[config.mk]
export PLATFORM = sky130hd
export DESIGN_NAME = rcv_sample_assembler
export DESIGN_NICKNAME = d
export VERILOG_FILES = /design/src/rtl/rcv_sample_assembler.sv
export SDC_FILE = /design/constraint.sdc
export NUM_CORES = 1
export LEC_CHECK = 0
export CAP_MARGIN = 10
export CELL_PAD_IN_SITES_DETAIL_PLACEMENT = 1
export CELL_PAD_IN_SITES_GLOBAL_PLACEMENT = 1
export CORE_MARGIN = 1.5
export CORE_UTILIZATION = 43
export DETAILED_ROUTE_END_ITERATION = 8
export PLACE_DENSITY_LB_ADDON = 0.1
export SLEW_MARGIN = 10
export SYNTH_ARGS = -nofsm -noshare
export SYNTH_HDL_FRONTEND = slang
export SYNTH_SLANG_ARGS = --single-unit
export TNS_END_PERCENT = 50
[constraint.sdc]
create_clock -name clk -period 5.1 [get_ports clk]
set_clock_uncertainty 0.1 [all_clocks]
set_input_delay 0.51 -clock clk [delete_from_list [all_inputs] [get_ports clk]]
set_output_delay 0.51 -clock clk [all_outputs]
set_load 0.02 [all_outputs]
[src/rtl/rcv_sample_assembler.sv]
// Receive-side control for the FIR serial link: pairs two UART bytes (LSB, then MSB)
// into a 16-bit sample and hands it to the FIR over a valid/ready handshake.
module rcv_sample_assembler #(
    parameter logic [19:0] TIMEOUT_CYCLES = 20'd100000,
    parameter int unsigned TMR_W          = 20
) (
    input  logic        clk,
    input  logic        rst,
    input  logic        RxD_data_ready,
    input  logic [7:0]  RxD_data,
    input  logic        FIR_ready,
    output logic [15:0] FIR_sample,
    output logic        FIR_valid_in,
    output logic        overrun,
    output logic        timeout_err
);

    typedef enum logic [1:0] {
        IDLE    = 2'd0,
        GET_MSB = 2'd1,
        PRESENT = 2'd2
    } state_t;

    state_t             state;
    state_t             state_nxt;
    logic [7:0]         lsb_reg;
    logic [7:0]         lsb_nxt;
    logic [TMR_W-1:0]   timer;
    logic [TMR_W-1:0]   timer_nxt;
    logic [15:0]        sample_nxt;
    logic               valid_nxt;
    logic               overrun_nxt;
    logic               timeout_nxt;
    logic               expired;

    // Last cycle the MSB may still arrive; a strobe on this cycle still completes the sample.
    assign expired = (TIMEOUT_CYCLES != 20'd0) &&
                     (timer == TMR_W'(TIMEOUT_CYCLES - 20'd1));

    // State register; all outputs and datapath registers load here.
    always_ff @(posedge clk) begin
        if (rst) begin
            state        <= IDLE;
            lsb_reg      <= 8'd0;
            timer        <= '0;
            FIR_sample   <= 16'd0;
            FIR_valid_in <= 1'b0;
            overrun      <= 1'b0;
            timeout_err  <= 1'b0;
        end else begin
            state        <= state_nxt;
            lsb_reg      <= lsb_nxt;
            timer        <= timer_nxt;
            FIR_sample   <= sample_nxt;
            FIR_valid_in <= valid_nxt;
            overrun      <= overrun_nxt;
            timeout_err  <= timeout_nxt;
        end
    end

    // Next-state logic.
    always_comb begin
        state_nxt = IDLE;
        case (state)
            IDLE:    state_nxt = RxD_data_ready ? GET_MSB : IDLE;
            GET_MSB: begin
                if (RxD_data_ready)  state_nxt = PRESENT;
                else if (expired)    state_nxt = IDLE;
                else                 state_nxt = GET_MSB;
            end
            PRESENT: begin
                if (!FIR_ready)          state_nxt = PRESENT;
                else if (RxD_data_ready) state_nxt = GET_MSB;
                else                     state_nxt = IDLE;
            end
            default: state_nxt = IDLE;
        endcase
    end

    // Next values for outputs and datapath registers.
    always_comb begin
        lsb_nxt     = lsb_reg;
        timer_nxt   = timer;
        sample_nxt  = FIR_sample;
        valid_nxt   = FIR_valid_in;
        overrun_nxt = 1'b0;
        timeout_nxt = 1'b0;
        case (state)
            IDLE: begin
                valid_nxt = 1'b0;
                if (RxD_data_ready) begin
                    lsb_nxt   = RxD_data;
                    timer_nxt = '0;
                end
            end
            GET_MSB: begin
                valid_nxt = 1'b0;
                if (RxD_data_ready) begin
                    sample_nxt = {RxD_data, lsb_reg};
                    valid_nxt  = 1'b1;
                end else if (expired) begin
                    timeout_nxt = 1'b1;
                    lsb_nxt     = 8'd0;
                    timer_nxt   = '0;
                end else begin
                    timer_nxt = timer + TMR_W'(1);
                end
            end
            PRESENT: begin
                if (FIR_ready) begin
                    valid_nxt = 1'b0;
                    if (RxD_data_ready) begin
                        lsb_nxt   = RxD_data;
                        timer_nxt = '0;
                    end
                end else if (RxD_data_ready) begin
                    overrun_nxt = 1'b1;
                end
            end
            default: begin
                lsb_nxt    = 8'd0;
                timer_nxt  = '0;
                sample_nxt = 16'd0;
                valid_nxt  = 1'b0;
            end
        endcase
    end

endmodule

# --- Yosys cells after proc, flatten, opt, wreduce, memory -nomap -nowiden ---
# Cells that the tools add are included.
word_totals:
  ff_bits: 49
  inputBits: 12
  output_inout_bits: 19
  wordCells: 46
classes:
  addsub: 1
  n_eq_ne: 7
  n_mux: 21
  bitwise_logic: 3
  n_reduce_logical: 7
op_table:
  columns: ["cell", "n"]
  rows:
  - ["$mux W20", 4]
  - ["$pmux W20 S3", 1]
  - ["$mux W8", 4]
  - ["$pmux W16 S2", 1]
  - ["$pmux W8 S3", 1]
  - ["$add A20 B1 Y20 const B", 1]
  - ["$eq A20 B17 Y1 const B", 1]
  - ["$mux W16", 1]
  - ["$ne A2 B2 Y1 const B", 4]
  - ["$pmux W2 S3", 1]
  - ["$reduce_or A3 Y1", 2]
  - ["$mux W1", 5]
  - ["$mux W2", 2]
  - ["$reduce_and A2 Y1", 2]
  - ["$not A1 Y1", 3]
  - ["$reduce_and A3 Y1", 1]
  - ["$eq A2 B1 Y1 const B", 1]
  - ["$eq A2 B2 Y1 const B", 1]
  - ["$logic_not A2 Y1", 1]
  - ["$pmux W1 S2", 1]
  - ["$reduce_or A2 Y1", 1]

# --- Logic depth before layout (Yosys ltp) ---
depth:
  depth_word: 4
  mapped_depth: 8
  ltp_nobuf: 6

# --- Worst setup path before layout ---
# OpenSTA, ideal clock, no wires.
synth_timing:
  path_type: "input-to-reg"
  start: "input port RxD_data_ready"
  end: "register timer[12]"
  setup_ns: 0.129
  t_arrival_ns: 1.866
  required_ns: 4.871
  setup_slack_ns: 3.005
  cell_stages: 8
  n_path_buf: 3
  cell_sequence: "buf_6 and3b_1 clkbuf_2 or3b_1 buf_6 nor4b_2 xnor2_1 nor2_1"
synth_via:
  elab_chain_cells: 3
  word_cells_on_any_way: 5
  cone_classes: "1 x eq/ne; 3 x mux; 1 x reduce/logical"
synth_lines:
  columns: ["item", "line", "source"]
  rows:
  - ["from (decl)", "9", "input logic RxD_data_ready,"]
  - ["$mux W20 (2 in series)", null, null]
  - ["$pmux W20 S3", null, null]
  - ["to (signal assigned)", "53", "timer <= timer_nxt;"]
  - ["to (decl)", "28", "logic [TMR_W-1:0] timer;"]
# Parallel ways exist; a longest one is shown, timed or not. The select of a mux whose other input is x is not followed.
# A chain may end at the register's enable or synchronous reset.

# --- Worst setup path in the final report ---
layout_timing:
  start: "input port RxD_data_ready"
  end: "register timer[18]"
# Same word-level chain as after synthesis.

==> flow_summary.toml <==
[status]
status = "complete, no violations"

[power]
peakVddDrop_mv = 0.157
p_per_area_nw_per_um2 = 300
power.total_uw = 757
p_leak_uw = 0.000837

[worst_setup_path]
crit_family = "simple AND/OR/NAND/NOR gates"
cp_max_fo = 24
arrival_ns = 2.87
required_ns = 5.18
crit_path_end_kind = "flop"
crit_slowest_cell = "or3b_1"
cp.buffers_inverters = 1
critical_path_class = "in2reg"
crit_chain = "clkdlybuf4s50_1 > and3b_1 > or3b_1 > nor4_2 > xnor2_1 > nor2_1"
startpoint_type = "input pin"
critical-path-max-stage-delay_ns = 0.69

[floorplan]
row_count = 25
core_um2 = 4690
fp.dieArea_um2 = 5240
ioPinCount = 31
die_x_um = 72.4
die_h_um = 72.4
start_util = 0.441

[drt]
num_vias = 1775
ant_nets = 0
first_pass_iters = 4
drt_wl_total_um = 5050
detail_route.wl_per_cell_um = 16.4
drtIter0Drc = 58
drc = 0
vias_per_cell = 5.78

[synth]
synth_edf_count = 0
synth_area_leader_cell = "dfxtp_1"
synthMuxAreaShare = 0
synthSimpleGateAreaFrac = 0.271
synth_xor_area_frac = 0.0423
synth-compound-area-share = 0.173
async_flop_share = 0
yosysWarningCount = 0
synthAdderAreaFrac = 0.00604
synth_top_family_by_area = "simple AND/OR/NAND/NOR gates"
synth_flop_cell = "dfxtp_1"
synth_top_area_frac = 0.474
synth_cells = 223
yosysMostFrequentCell = "dfxtp_1"
yosys-top-cells-count = "dfxtp_1 (49), nor2_1 (42), a22oi_1 (16), nand2_1 (15), xnor2_1 (10)"
syn_nets = 236
syn_area_per_cell_um2 = 9.29
yosysSeqAreaShare = 0.474
ys_ff_latch = 49
synth_cell_types = 47
synth_top_cells_by_area = "dfxtp_1 (47%), nor2_1 (7.6%), a22oi_1 (5.8%)"
syn_area_um2 = 2070

[final_layout]
largest_reg_flops = 20
final_layout_size_suffix_gt1_frac = 0.0870
diodes = 0
area_growth_pct = 21.6
fin_nets = 265
fillers = 551

[hold_path]
hold_path_class = "reg2reg"

[timing]
grt_setup_unrepaired = "no"
finalCriticalPeriod_ns = 2.79
worst_pin_slew_ns = 1.20
drv_slew = 0
relSlewSlack = 0.196
fin_crit_sh = 0.548
tns_ns = 0
max_freq_mhz = 358
finalHoldViolations = 0
setup_viol = 0

[cts]
cts.sinks = 49
tritoncts = "yes"
ctsHoldBuffers = 0
clk_pin_slew_ns = 0.09
cts_root_buf = "clkbuf_8"
numCtsBuffers = 5
htreeDepth = 2
clock_path_buffers = 2
cts_resized = 0
clk_latency_ns = 0.30
post_cts_buffers = 0

[grt]
grt_overflow = 0
grt_max_degree = 30
grt_usage = 0.210
grt_pass1_wl_um = 8690
grt_pass1_vias = 1808
antenna_found_initial = 0

[place]
io_buffer_count = 30
dpl.hpwl_um = 3600
gp_congestion = 0.765

[run]
maxCapViolCount = 0
-- worst paths after layout --
| check | start | end | slack [ns] | cells past startpoint |
|---|---|---|---|---|
| worst max register to register | timer[0] | lsb_reg[5] | 2.55 | 6 |
| worst min register to register | lsb_reg[0] | lsb_reg[0] | 0.40 | 1 |
| worst min-delay path | lsb_reg[0] | lsb_reg[0] | 0.40 | 1 |
| worst max-delay path | RxD_data_ready | timer[18] | 2.31 | 6 |
-- cell type report --
cell class,instances,area (µm²),share of cell area
repair buffers,33,323,0.128
multi-input cells,160,1020,0.405
clock inverters,1,30.0,0.0119
clock buffers,7,86.3,0.0343
well taps,54,67.6,0.0268
inverters,3,11.3,0.00447
flip-flops and latches,49,981,0.389
-- routing by layer --
layer	share of wire	vias to the layer above	track usage	wire [µm]
met4	0.011	0	0.0776	56
met2	0.47	25	0.354	2390
met5	0	-	0	0
li1	-	866	-	-
met3	0.030	6	0.0403	153
met1	0.48	878	0.267	2440
-- stage by stage --
stage                      util  instances  cell area, µm²  hold WS, ns  worst slack (ns)
after floorplan               -        223            2070        0.350              3.01
after global placement    0.512        299            2400        0.363              2.02
after detailed placement  0.512        299            2400        0.380              1.96
after CTS                 0.537        307            2520        0.401              2.28
after global routing      0.537        307            2520        0.413              2.15
final                     0.537        307            2520        0.397              2.31
-- cells in the final DEF, fill, tap and decap left out, drive strengths merged, types with 2 or more instances in the layout --
cell type	instances
dfxtp	49
and4	2
nor2	42
a32oi	2
a22oi	16
clkdlybuf4s50	30
clkbuf	7
or2	2
a21oi	8
xnor2	10
nand2	15
nand2b	2
nand3b	2
nor4	9
inv	3
nor4b	4
nand4	5
o21ai	8
buf	3
nor3	4
a22o	8
nand3	4
and2	2
-- logic make-up (layout without fill, tap and decap cells) --
| group | after synthesis | after routing |
|---|---|---|
| AO/OA/AOI/OAI | 50 | 50 |
| adder cells (fa/ha/maj) | 1 | 1 |
| AND/OR/NAND/NOR | 99 | 99 |
| XOR/XNOR | 10 | 10 |
| buffers and inverters | 14 | 44 |
| flip-flops | 49 | 49 |
-- report_power, final --
| group | internal (µW) | total [µW] | switching [µW] |
|---|---|---|---|
| combinational | 28.2 | 67.5 | 39.3 |
| sequential | 392 | 399 | 7.00 |
| clock | 160 | 290 | 130 |
| total | 580 | 757 | 176 |
(Power assumes the default switching activity.)
